$ cat src/rtl/cmp_share_pkg.sv
// cmp_share_pkg
// Shared definitions for the comparator-sharing arbiter:
//   - state_t      : arbiter FSM state encoding (IDLE, CMP, RSP)
//   - STAT_W       : width of the optional per-class response counters
//   - rr_pick_fn   : round-robin search over a request vector (up to 16 lanes)
// No ports; imported by rr_pick and cmp_share_arbiter.
package cmp_share_pkg;

    typedef enum logic [1:0] {
        IDLE = 2'd0,
        CMP  = 2'd1,
        RSP  = 2'd2
    } state_t;

    localparam int STAT_W = 16;

    // Returns {found, index}. The search starts at ptr and wraps modulo n,
    // so the lane right after the last winner gets first chance next time.
    // Lanes at or above n are never considered.
    function automatic logic [4:0] rr_pick_fn(input logic [15:0] valid,
                                              input logic [3:0]  ptr,
                                              input int          n);
        logic       found;
        logic [3:0] idx;
        int         k;
        found = 1'b0;
        idx   = 4'd0;
        for (int i = 0; i < 16; i++) begin
            if (i < n && !found) begin
                k = (int'(ptr) + i) % n;
                if (valid[k[3:0]]) begin
                    found = 1'b1;
                    idx   = k[3:0];
                end
            end
        end
        return {found, idx};
    endfunction

endpackage

$ cat src/rtl/cmp_share_arbiter_rr_pick.sv
// rr_pick
// Combinational round-robin priority rotator used for grant generation.
// Ports:
//   valid : NUM_REQ request lines
//   ptr   : ID_W-bit index that has highest priority this cycle
//   grant : one-hot grant (all zeros when nothing is valid)
//   idx   : binary index of the granted lane
//   found : at least one lane is valid
module rr_pick
    import cmp_share_pkg::*;
#(
    parameter int NUM_REQ = 4,
    parameter int ID_W    = 2
) (
    input  logic [NUM_REQ-1:0] valid,
    input  logic [ID_W-1:0]    ptr,
    output logic [NUM_REQ-1:0] grant,
    output logic [ID_W-1:0]    idx,
    output logic               found
);

    logic [4:0] pick;

    always_comb begin
        pick  = rr_pick_fn(16'(valid), 4'(ptr), NUM_REQ);
        found = pick[4];
        idx   = ID_W'(pick[3:0]);
        grant = found ? (NUM_REQ'(1) << idx) : '0;
    end

endmodule

$ cat src/rtl/comparator.sv
// comparator
// Combinational magnitude comparator.
// Ports:
//   A, B    : WIDTH-bit unsigned operands
//   equal   : A == B
//   lesser  : A <  B
//   greater : A >  B
module comparator #(
    parameter int WIDTH = 4
) (
    input  logic [WIDTH-1:0] A,
    input  logic [WIDTH-1:0] B,
    output logic             equal,
    output logic             lesser,
    output logic             greater
);

    assign equal   = (A == B);
    assign lesser  = (A <  B);
    assign greater = (A >  B);

endmodule

$ cat src/rtl/cmp_share_arbiter.sv
// cmp_share_arbiter
// Shares one combinational comparator among NUM_REQ requesters. A round-robin
// FSM (IDLE -> CMP -> RSP) grants one requester, registers its operands,
// registers the comparison result and returns it tagged with the requester ID.
// Ports:
//   clk, rst_n           : clock, synchronous active-low reset
//   req_valid/req_ready  : per-requester handshake (req_ready one-hot, IDLE only)
//   req_a, req_b         : packed operands, slice i = [i*WIDTH +: WIDTH]
//   rsp_valid/rsp_ready  : response handshake
//   rsp_id               : requester index of the response
//   rsp_eq/rsp_lt/rsp_gt : registered comparison result
//   busy                 : FSM not in IDLE
// Optional (macro CMP_SHARE_STATS_EN):
//   stat_eq/stat_lt/stat_gt : saturating counts of completed responses per class
module cmp_share_arbiter
    import cmp_share_pkg::*;
#(
    parameter int NUM_REQ = 4,
    parameter int WIDTH   = 4,
    localparam int ID_W   = $clog2(NUM_REQ)
) (
    input  logic                     clk,
    input  logic                     rst_n,
    input  logic [NUM_REQ-1:0]       req_valid,
    output logic [NUM_REQ-1:0]       req_ready,
    input  logic [NUM_REQ*WIDTH-1:0] req_a,
    input  logic [NUM_REQ*WIDTH-1:0] req_b,
    output logic                     rsp_valid,
    input  logic                     rsp_ready,
    output logic [ID_W-1:0]          rsp_id,
    output logic                     rsp_eq,
    output logic                     rsp_lt,
    output logic                     rsp_gt,
    output logic                     busy
`ifdef CMP_SHARE_STATS_EN
    ,
    output logic [STAT_W-1:0]        stat_eq,
    output logic [STAT_W-1:0]        stat_lt,
    output logic [STAT_W-1:0]        stat_gt
`endif
);

    state_t             state;
    logic [ID_W-1:0]    rr_ptr;
    logic [ID_W-1:0]    cur_id;
    logic [WIDTH-1:0]   op_a;
    logic [WIDTH-1:0]   op_b;

    logic [NUM_REQ-1:0] pick_grant;
    logic [ID_W-1:0]    pick_idx;
    logic               pick_found;
    logic               cmp_eq;
    logic               cmp_lt;
    logic               cmp_gt;
    logic [ID_W-1:0]    rr_next;

    rr_pick #(
        .NUM_REQ(NUM_REQ),
        .ID_W   (ID_W)
    ) u_pick (
        .valid(req_valid),
        .ptr  (rr_ptr),
        .grant(pick_grant),
        .idx  (pick_idx),
        .found(pick_found)
    );

    comparator #(
        .WIDTH(WIDTH)
    ) u_cmp (
        .A      (op_a),
        .B      (op_b),
        .equal  (cmp_eq),
        .lesser (cmp_lt),
        .greater(cmp_gt)
    );

    // Acceptance is only offered while idle, so the grant can never change
    // the operands of a transaction already in flight.
    assign req_ready = (state == IDLE) ? pick_grant : '0;
    assign busy      = (state != IDLE);

    // Priority moves to the lane after the one just served.
    assign rr_next = (cur_id == ID_W'(NUM_REQ - 1)) ? '0 : cur_id + ID_W'(1);

    always_ff @(posedge clk) begin
        if (!rst_n) begin
            state     <= IDLE;
            rr_ptr    <= '0;
            cur_id    <= '0;
            op_a      <= '0;
            op_b      <= '0;
            rsp_valid <= 1'b0;
            rsp_id    <= '0;
            rsp_eq    <= 1'b0;
            rsp_lt    <= 1'b0;
            rsp_gt    <= 1'b0;
        end else begin
            case (state)
                IDLE: begin
                    if (pick_found) begin
                        op_a   <= req_a[pick_idx*WIDTH +: WIDTH];
                        op_b   <= req_b[pick_idx*WIDTH +: WIDTH];
                        cur_id <= pick_idx;
                        state  <= CMP;
                    end
                end
                CMP: begin
                    rsp_eq    <= cmp_eq;
                    rsp_lt    <= cmp_lt;
                    rsp_gt    <= cmp_gt;
                    rsp_id    <= cur_id;
                    rsp_valid <= 1'b1;
                    state     <= RSP;
                end
                RSP: begin
                    if (rsp_ready) begin
                        rsp_valid <= 1'b0;
                        rr_ptr    <= rr_next;
                        state     <= IDLE;
                    end
                end
                default: begin
                    state     <= IDLE;
                    rsp_valid <= 1'b0;
                end
            endcase
        end
    end

`ifdef CMP_SHARE_STATS_EN
    logic rsp_fire;
    assign rsp_fire = (state == RSP) && rsp_valid && rsp_ready;

    // Counters stick at all-ones rather than wrapping.
    always_ff @(posedge clk) begin
        if (!rst_n) begin
            stat_eq <= '0;
            stat_lt <= '0;
            stat_gt <= '0;
        end else if (rsp_fire) begin
            if (rsp_eq && stat_eq != '1) stat_eq <= stat_eq + STAT_W'(1);
            if (rsp_lt && stat_lt != '1) stat_lt <= stat_lt + STAT_W'(1);
            if (rsp_gt && stat_gt != '1) stat_gt <= stat_gt + STAT_W'(1);
        end
    end
`endif

endmodule

$ cat config.mk
export PLATFORM = sky130hd
export DESIGN_NAME = cmp_share_arbiter
export DESIGN_NICKNAME = d
export VERILOG_FILES = /design/src/rtl/cmp_share_pkg.sv /design/src/rtl/cmp_share_arbiter_rr_pick.sv /design/src/rtl/comparator.sv /design/src/rtl/cmp_share_arbiter.sv
export SDC_FILE = /design/constraint.sdc
export NUM_CORES = 1
export LEC_CHECK = 0
export ABC_AREA = 1
export CORE_MARGIN = 3
export CORE_UTILIZATION = 47
export CTS_BUF_LIST = sky130_fd_sc_hd__clkbuf_4
export CTS_CLUSTER_SIZE = 40
export DETAILED_ROUTE_END_ITERATION = 10
export GPL_ROUTABILITY_DRIVEN = 0
export PLACE_DENSITY = 0.86
export SYNTH_ARGS = -nofsm -noshare
export SYNTH_HDL_FRONTEND = slang
export SYNTH_SLANG_ARGS = --single-unit
$ cat constraint.sdc
create_clock -name clk -period 3.3 [get_ports clk]
set_clock_uncertainty 0.15 [all_clocks]
set_input_delay 0.99 -clock clk [delete_from_list [all_inputs] [get_ports clk]]
set_output_delay 0.99 -clock clk [all_outputs]
set_load 0.03 [all_outputs]
==> results of run 1 <==
==> registers in the layout (all words and copies together) (netlist names), 2 cells and up <==
| signal | flops |
|---|---|
| op_b | 4 |
| rr_ptr | 2 |
| state | 2 |
| op_a | 4 |
| cur_id | 2 |
| rsp_id | 2 |
==> layout make-up <==
class,instances,area (µm²),area share [%]
Multi-Input combinational cell,159,985.9,41.26
Timing Repair Buffer,67,643.1,26.91
Sequential cell,20,401.6,16.81
Inverter,63,254.0,10.63
Tap cell,42,52.55,2.199
Clock inverter,1,30.03,1.257
Clock buffer,3,22.52,0.9424
==> cell families after synthesis <==
family	count (synthesis)	synth area share [%]
AOI/OAI and AO/OA	29	10.67
adders and majority gates	5	4.202
buffers and inverters	70	19.33
xor gates and xnor gates	1	0.5883
and+or+nand+nor	124	38.32
DFF	20	26.89
==> repair_timing <==
action / in CTS / in global routing
pin swaps: 15 / 13
gates resized for setup: 37 / 18
endpoints found under the setup margin: 4 / 4
hold endpoints to repair: 0 / 0
setup buffers: 6 / 1
==> path summary, 6_finish.rpt <==
path                      from            to  slack, ns  cells past startpoint
hold reg to reg      cur_id[1]     rsp_id[1]       0.34                      2
hold / removal       cur_id[1]     rsp_id[1]       0.34                      2
setup / recovery  req_valid[2]  req_ready[2]      -0.06                     14
setup reg to reg     rr_ptr[0]       op_b[1]       0.91                     15
==> stage by stage <==
stage / power (W) / setup TNS (ns) / setup WS (ns) / instances / hold slack [ns]
2_1_floorplan: 0.0006760 / -0.1517 / -0.05051 / 249 / 0.2868
3_3_place_gp: 0.0008404 / -1.859 / -0.4840 / 346 / 0.3080
3_5_place_dp: 0.0008529 / -1.939 / -0.5189 / 346 / 0.3136
4_1_cts: 0.001084 / -0.001215 / -0.001215 / 354 / 0.3316
5_1_grt: 0.001187 / -0.5225 / -0.1424 / 355 / 0.3756
6_report: 0.001112 / -0.1747 / -0.06261 / 355 / 0.3447
==> metal layers <==
layer / global-route usage [%] / routed length (µm)
met1: 24.75 / 1843
met2: 42.20 / 2534
met3: 5.225 / 175
met4: 3.581 / 38
met5: 0 / 0
==> worst max-delay path, delay by kind of cell <==
kind                   cells  cell delay (ns)
AND/OR/NAND/NOR            8             0.62
buffers and inverters      5             0.53
AO/OA/AOI/OAI              1             0.07
==> placed cells by master, fill, tap and decap left out, drive strengths merged <==
cell,count
clkbuf,3
dfxtp,20
xnor2,1
inv,63
nand3,47
buf,26
nand3b,1
o21ai,12
a21oi,14
clkdlybuf4s50,41
bufinv,1
nor2,21
a41oi,1
nand4,1
nand2,52
nor3,2
ha,5
o211ai,2
==> power groups by stage <==
stage | Clock, W | Combinational, W | Sequential, W
after detailed placement | 0 | 0.000539 | 0.000314
after global placement | 0 | 0.000527 | 0.000313
after global routing | 0.000214 | 0.000657 | 0.000316
after floorplan | 0 | 0.000342 | 0.000334
after CTS | 0.000204 | 0.000571 | 0.000308
final | 0.000202 | 0.000600 | 0.000311
==> results.toml, run 1 <==
[run_status]
status = "finished, violations left"
violations = "negative setup slack"

[sta]
worstMarginPinSlew_ns = 0.4537
relSlewSlack_pct = 69.64
finalSetupViolCount = 4
final.min_clock_period_ns = 3.363
hold_violations = 0
rsz0062_at_grt = "yes"
fmax_mhz = 297.4
report.final.slew_viol_count = 0
setup_ws_ns = -0.06261
min_period_over_period_pct = 101.9

[power_and_ir_drop]
power_frac_comb_pct = 53.9
p_seq_share_pct = 27.9
p_per_area_nw_per_um2 = 465.5
netSwitchingPower_w = 0.0004489
swShare_pct = 40.35
pwr-share-clk_pct = 18.2
p_int_w = 0.0006635
power.leakage_nw = 1.233
ir_drop_v = 0.0004653

[placed_design]
io_buffers = 49
dpl.hpwl_um = 3015
postPlaceCellArea_um2 = 2171

[detailed_routing]
wl_um = 4591
drtIter0Drc = 102
firstDrtPassIters = 4
via_count = 1748
wire_per_inst_um = 12.93
drtAntennaViolNets = 0
avgViaCountPerCell = 4.924
drc = 0

[global_routing]
grt_max_degree = 17
antenna_found_initial = 0
grt_first_pass_wirelength_um = 7141
overflow = 0
track_usage_pct = 21.98
grt_pass1_vias = 1674

[yosys]
postSynthCellCount = 249
ys_warn_count = 0
netlist_top_cells_area = "dfxtp_1 (27%), inv_1 (16%), nand3_1 (15%)"
async_flop_share_pct = 0
synth.distinct_cells = 26
ys_ff_latch = 20
yosys.area.top_type = "dfxtp_1"
synth-edff-count = 0
post-synth-top-count-cell = "inv_1"
synth_top_area_share_pct = 26.89
synth.avg_cell_area_um2 = 5.980
ys_top_cells_by_count = "inv_1 (62), nand2_1 (47), nand3_1 (46), dfxtp_1 (20), nor2_1 (19)"
synth_area_um2 = 1489
synthFlopType = "dfxtp_1"
ys_seq_area_share_pct = 26.89
synthesis.nets = 293

[clocking]
clk-insertion-delay-late_ns = 0.31
cts.sinks = 20
postCtsHoldBufs = 0
root_buffer = "clkbuf_4"
clk_pin_slew_ns = 0.12
cts_buffer_depth = 2
numCtsBuffers = 3
cts_max_level = 1
cts_tree = "yes"

[layout]
syn2layout_area_growth_pct = 60.50
fillers = 191
nets = 358
diodes = 0
fin_area_um2 = 2390
final_core_util_pct = 83.08
drive_gt1_share_pct = 23.00

[die]
die_w_um = 62.29
io_pins = 50
coreArea_um2 = 2877
start_util_pct = 51.76
die_area_um2 = 3879
num_rows = 19
die_h_um = 62.29

[critical_path]
crit_path_max_fanout = 4
crit_path_end_kind = "output port"
cp_data_required_time_ns = 2.16
critical-path-slowest-cell = "buf_4"
slowest_delay_ns = 0.15
startpoint_type = "input port"
arrival_ns = 2.22
path_cells = "buf_8 -> nand2_4 -> o21ai_4 -> buf_4 -> nand2_1 -> nand2_1 -> inv_2 -> nand3_4 -> nand2_4 -> nand2_4 -> inv_6 -> nand2_4 -> nor2_4 -> buf_6"
path_class = "in -> out"
timing.critical_path.mode_cell = "nand2_4"

[job]
max_cap_viol_count = 0

[worst_hold_path]
hp-class = "reg -> reg"
No activity file was read; power rests on OpenSTA's default activity.
==> run 2: changes to the inputs <==
--- a/config.mk
+++ b/config.mk
@@ -7,12 +7,15 @@
 export LEC_CHECK = 0
 export ABC_AREA = 1
 export CORE_MARGIN = 3
-export CORE_UTILIZATION = 47
+export CORE_UTILIZATION = 50
 export CTS_BUF_LIST = sky130_fd_sc_hd__clkbuf_4
 export CTS_CLUSTER_SIZE = 40
 export DETAILED_ROUTE_END_ITERATION = 10
+export DONT_BUFFER_PORTS = 1
 export GPL_ROUTABILITY_DRIVEN = 0
-export PLACE_DENSITY = 0.86
+export PLACE_DENSITY = 0.69
+export SLEW_MARGIN = 20
 export SYNTH_ARGS = -nofsm -noshare
 export SYNTH_HDL_FRONTEND = slang
+export SYNTH_HIERARCHICAL = 1
 export SYNTH_SLANG_ARGS = --single-unit
==> results.toml, run 2 <==
[critical_path]
crit_path_max_fanout = 3
arrival_ns = 2.10
cpLargestDelayFamily = "simple AND/OR/NAND/NOR gates"
cp.buffers_inverters = 4
slowest_delay_ns = 0.19
path_class = "in -> out"
path_cells = "inv_2 -> o21ai_2 -> nand2_2 -> nand2_2 -> o21ai_1 -> nor2_2 -> inv_2 -> nor2_2 -> inv_1 -> nor2_1 -> buf_4"
cp_data_required_time_ns = 2.16
crit_path_end_kind = "output port"
startpoint_type = "input port"
critical-path-slowest-cell = "nor2_2"

[yosys]
ys_top_cells_by_count = "nand2_1 (83), inv_1 (53), nor2_1 (30), nand3_1 (24), dfxtp_1 (20)"
synth.avg_cell_area_um2 = 5.649
synthFlopType = "dfxtp_1"
synth_area_um2 = 1491
yosys.area.top_type = "dfxtp_1"
synthesis.nets = 308
synth_top_area_share_pct = 26.85
ys_warn_count = 6
async_flop_share_pct = 0
synth-edff-count = 0
synth.distinct_cells = 21
ys_ff_latch = 20
netlist_top_cells_area = "dfxtp_1 (27%), nand2_1 (21%), inv_1 (13%)"
post-synth-top-count-cell = "nand2_1"
postSynthCellCount = 264
ys_seq_area_share_pct = 26.85

[detailed_routing]
wl_um = 3005
drc = 0
drtIter0Drc = 93
wire_per_inst_um = 9.950
avgViaCountPerCell = 4.758
firstDrtPassIters = 4
via_count = 1437
drtAntennaViolNets = 0

[global_routing]
antenna_found_initial = 0
grt_pass1_vias = 1205
grt_max_degree = 19
grt_first_pass_wirelength_um = 4871
track_usage_pct = 16.88
overflow = 0

[power_and_ir_drop]
power_frac_comb_pct = 48.7
swShare_pct = 44.97
power.leakage_nw = 0.9179
p_int_w = 0.0004891
power.total_w = 0.0008889
netSwitchingPower_w = 0.0003997
p_seq_share_pct = 38.2
p_per_area_nw_per_um2 = 550.7
pwr-share-clk_pct = 13.1
ir_drop_v = 0.0002410

[sta]
worstMarginPinSlew_ns = 0.3644
min_period_over_period_pct = 98.29
hold_violations = 0
rsz0062_at_grt = "yes"
setup_ws_ns = 0.05652
report.final.slew_viol_count = 0
finalSetupViolCount = 0
fmax_mhz = 308.3
relSlewSlack_pct = 75.68
final.min_clock_period_ns = 3.243

[die]
coreArea_um2 = 2805
start_util_pct = 53.17
die_h_um = 60.62
io_pins = 50
die_area_um2 = 3674
die_w_um = 60.62
num_rows = 19

[placed_design]
place_ws_ns = 0.1051
io_buffers = 0
dpl.hpwl_um = 2237

[layout]
final_cell_mix = "nand2_1 (77), inv_1 (52), nor2_1 (29)"
nets = 316
final_common_cell = "nand2_1"
syn2layout_area_growth_pct = 8.222
drive_gt1_share_pct = 14.39
diodes = 0
reg_top3 = "op_a: 4 flops, op_b: 4 flops"

[clocking]
clk-insertion-delay-late_ns = 0.30
root_buffer = "clkbuf_4"
cts_tree = "yes"
clk_pin_slew_ns = 0.11
postCtsHoldBufs = 0
cts.sinks = 20
cts_buffer_depth = 2
cts_max_level = 1
numCtsBuffers = 3

[worst_hold_path]
hp-class = "reg -> reg"

[run_status]
status = "finished clean"

[job]
max_cap_viol_count = 0
## run 2: cell count changes in the layout (fill, tap and decap cells not counted), moves of 8 or more
| cell | previous run | this run |
|---|---|---|
| clkdlybuf4s50_1 | 41 | 0 |
| nand2_1 | 35 | 77 |
| buf_6 | 8 | 0 |
| nand2_4 | 10 | 0 |
| nor2_1 | 16 | 29 |
| nand3_1 | 42 | 23 |
## run 2: metal layers
layer	part of all wire (%)	global-route usage (%)	vias up
met5	0	0	-
met4	0.50	4.644	0
met3	5.3	2.553	2
met2	44	27.18	43
met1	50	23.48	588
li1	-	-	804
## run 2: cell type report
cell class	count	area, µm²
Clock inverter	1	3.754
Timing Repair Buffer	10	75.07
Inverter	57	216.5
Tap cell	31	38.79
Multi-Input combinational cell	180	857.1
Fill cell	304	1191
Clock buffer	3	22.52
Sequential cell	20	400.4
## run 2: logic make-up (layout without fill, tap and decap cells)
family	count (synthesis)	in the layout	share of synthesized area, %
adders and majority gates	5	5	4.195
DFF	20	20	26.85
AOI/OAI and AO/OA	25	25	8.641
buffers and inverters	64	71	18.12
and+or+nand+nor	150	150	42.20
## run 2: metrics by stage
step	TNS (ns)	hold slack, ns	utilization (%)	std cells	area [µm²]
CTS	0	0.3454	55.44	299	1555
global route	-0.08200	0.3810	57.54	302	1614
floorplan	0	0.3212	-	264	1491
global placement	0	0.3227	54.50	295	1529
finish	0	0.3417	57.54	302	1614
detailed placement	0	0.3271	54.50	295	1529
## run 2: final timing paths
path                     start      endpoint  slack (ns)  cells after the start
setup / recovery  req_valid[1]  req_ready[0]        0.06                     11
hold / removal       rr_ptr[0]     rr_ptr[0]        0.34                      2
setup reg to reg     rr_ptr[0]       op_b[2]        1.07                     14
hold reg to reg      rr_ptr[0]     rr_ptr[0]        0.34                      2
## run 2: worst register-to-register path, cell delays in order (launching register included)
cell and delay, ns:
dfxtp_1 0.34, inv_1 0.19, nand2_1 0.09, nand2_2 0.13, nand2_2 0.09, nand2_2 0.08, o21ai_1 0.08, nor2_2 0.19
inv_2 0.07, buf_4 0.13, buf_4 0.16, inv_1 0.19, nand3_1 0.11, nand2_1 0.09, a21oi_1 0.06
## run 2: power groups by stage
stage,Sequential (W),Clock [W],Combinational [W]
finish,0.000339,0.000117,0.000433
global route,0.000345,0.000133,0.000504
global placement,0.000344,0,0.000413
floorplan,0.000339,0,0.000354
detailed placement,0.000345,0,0.000414
CTS,0.000340,0.000124,0.000417
## run 2: repair_timing
item,CTS,global route
gates resized for setup,0,12
setup buffers,0,3
setup endpoints to repair,0,3
==> run 3: changes to the inputs <==
--- a/config.mk
+++ b/config.mk
@@ -5,7 +5,6 @@
 export SDC_FILE = /design/constraint.sdc
 export NUM_CORES = 1
 export LEC_CHECK = 0
-export ABC_AREA = 1
 export CORE_MARGIN = 3
 export CORE_UTILIZATION = 50
 export CTS_BUF_LIST = sky130_fd_sc_hd__clkbuf_4
==> constraint.sdc (replaced) <==
create_clock -name clk -period 3.5 [get_ports clk]
set_clock_uncertainty 0.15 [all_clocks]
set_input_delay 1.05 -clock clk [delete_from_list [all_inputs] [get_ports clk]]
set_output_delay 1.05 -clock clk [all_outputs]
set_load 0.03 [all_outputs]
==> results.toml, run 3 <==
[detailed_routing]
avgViaCountPerCell = 5.880
wire_per_inst_um = 14.56
firstDrtPassIters = 4
wl_um = 2301
drc = 0
top_layer = "met4"
dr_wl_met3_um = 163
via_count = 929
drtIter0Drc = 25
wirelength_met1_um = 1114
drtAntennaViolNets = 0
wl_met2_um = 974

[critical_path]
cp.buffers_inverters = 0
cp_data_required_time_ns = 2.30
path_class = "in -> out"
critical-path-slowest-cell = "and2_1"
startpoint_type = "input port"
arrival_ns = 1.75
cpLargestDelayFamily = "simple AND/OR/NAND/NOR gates"
slowest_delay_ns = 0.34
crit_path_max_fanout = 7
crit_path_end_kind = "output port"
path_cells = "nand2b_2 -> a21oi_2 -> a211oi_1 -> and2_1"

[die]
coreArea_um2 = 2340
start_util_pct = 55.78
num_rows = 17
io_pins = 50
die_area_um2 = 3259
die_h_um = 57.09
die_w_um = 57.09

[placed_design]
io_buffers = 0
place_ws_ns = 0.5452
dpl.hpwl_um = 1816

[yosys]
netlist_top_cells_area = "dfxtp_1 (31%), mux4_2 (14%), mux2i_1 (6.1%)"
synth_top_area_share_pct = 30.68
ys_seq_area_share_pct = 30.68
synth.avg_cell_area_um2 = 9.812
ys_warn_count = 6
synth_area_um2 = 1305
post-synth-top-count-cell = "dfxtp_1"
async_flop_share_pct = 0
synth-edff-count = 0
synthesis.nets = 177
synth.distinct_cells = 34
ys_ff_latch = 20
postSynthCellCount = 133
synthFlopType = "dfxtp_1"
ys_top_cells_by_count = "dfxtp_1 (20), nand2_1 (13), nor2b_1 (10), inv_1 (9)"
yosys.area.top_type = "dfxtp_1"

[clocking]
cts_tree = "yes"
cts.repair.resized = 0
clk-insertion-delay-late_ns = 0.30
cts.sinks = 20
postCtsHoldBufs = 0
cts_buffer_depth = 2
clk_pin_slew_ns = 0.11
cts_setup_buffers = 0
root_buffer = "clkbuf_4"
cts_max_level = 1
numCtsBuffers = 3

[sta]
fmax_mhz = 339.5
tns_ns = 0
finalSetupViolCount = 0
hold_violations = 0
min_period_over_period_pct = 84.16
setup_ws_ns = 0.5545
worstMarginPinSlew_ns = 0.7335
report.final.slew_viol_count = 0
whs_ns = 0.3205
rsz0062_at_grt = "no"
relSlewSlack_pct = 50.88
final.min_clock_period_ns = 2.945

[layout]
drive_gt1_share_pct = 16.15
final_cell_mix = "dfxtp_1 (20), nand2_1 (13), nor2b_1 (10)"
reg_top3 = "op_a: 4 flops, op_b: 4 flops"
syn2layout_area_growth_pct = 1.438
final_common_cell = "dfxtp_1"
fillers = 210
nets = 175
diodes = 0

[power_and_ir_drop]
power.total_w = 0.0005601
p_int_w = 0.0003787
pwr-share-clk_pct = 19.9
netSwitchingPower_w = 0.0001814
power_frac_comb_pct = 29.6
swShare_pct = 32.38
p_seq_share_pct = 50.5
p_per_area_nw_per_um2 = 423.1
ir_drop_v = 0.0002465
power.leakage_nw = 0.5171

[worst_hold_path]
hp-class = "reg -> reg"

[global_routing]
overflow = 0
track_usage_pct = 15.21
antenna_found_initial = 0
grt_pass1_vias = 901
grt_max_degree = 21
grt_first_pass_wirelength_um = 3864

[run_status]
status = "finished clean"

[job]
max_cap_viol_count = 0
-- run 3: final cells by class --
class / count / area [µm²] / share of cell area [%]
multi-input cells: 95 / 813.3 / 61.44
flip-flops and latches: 20 / 400.4 / 30.25
well taps: 28 / 35.03 / 2.647
inverters: 9 / 33.78 / 2.552
clock buffers: 3 / 22.52 / 1.701
repair buffers: 2 / 15.01 / 1.134
clock inverters: 1 / 3.754 / 0.2836
-- run 3: power by group through the flow --
stage / Clock (W) / Sequential [W] / Combinational, W
after floorplan: 0 / 0.000283 / 0.000158
after global placement: 0 / 0.000288 / 0.000164
after detailed placement: 0 / 0.000288 / 0.000167
after CTS: 0.000116 / 0.000283 / 0.000168
after global routing: 0.000124 / 0.000286 / 0.000187
final: 0.000112 / 0.000283 / 0.000166
-- run 3: path summary, 6_finish.rpt --
| kind | start | slack [ns] | endpoint | depth (start not counted) |
|---|---|---|---|---|
| min | op_b[2] | 0.32 | op_b[2] | 2 |
| max reg2reg | rr_ptr[0] | 1.39 | op_b[0] | 6 |
| max | req_valid[0] | 0.55 | req_ready[3] | 4 |
| min reg2reg | op_b[2] | 0.32 | op_b[2] | 2 |
-- run 3: logic make-up after synthesis --
group / Yosys count / synth area share, %
buf+inv: 18 / 6.998
compound gates: 28 / 17.16
fa+ha+maj: 5 / 4.794
mux: 16 / 19.94
simple gates: 46 / 20.42
flops: 20 / 30.68
-- run 3: layer usage --
metal	global-route usage, %	vias up
li1	-	466
met1	20.28	421
met2	22.19	38
met3	3.394	4
met4	9.603	0
met5	0	-
-- run 3: stage by stage --
step | cells | cell area [µm²] | utilization [%]
after detailed placement | 154 | 1297 | 55.45
final | 158 | 1324 | 56.58
after CTS | 158 | 1324 | 56.58
after global routing | 158 | 1324 | 56.58
after global placement | 154 | 1297 | 55.45
after floorplan | 133 | 1305 | -
-- run 3: worst min-delay path: stages, from the launching register on --
cell and delay, ns:
dfxtp_1 0.33, nand2_1 0.05, o2bb2ai_1 0.06
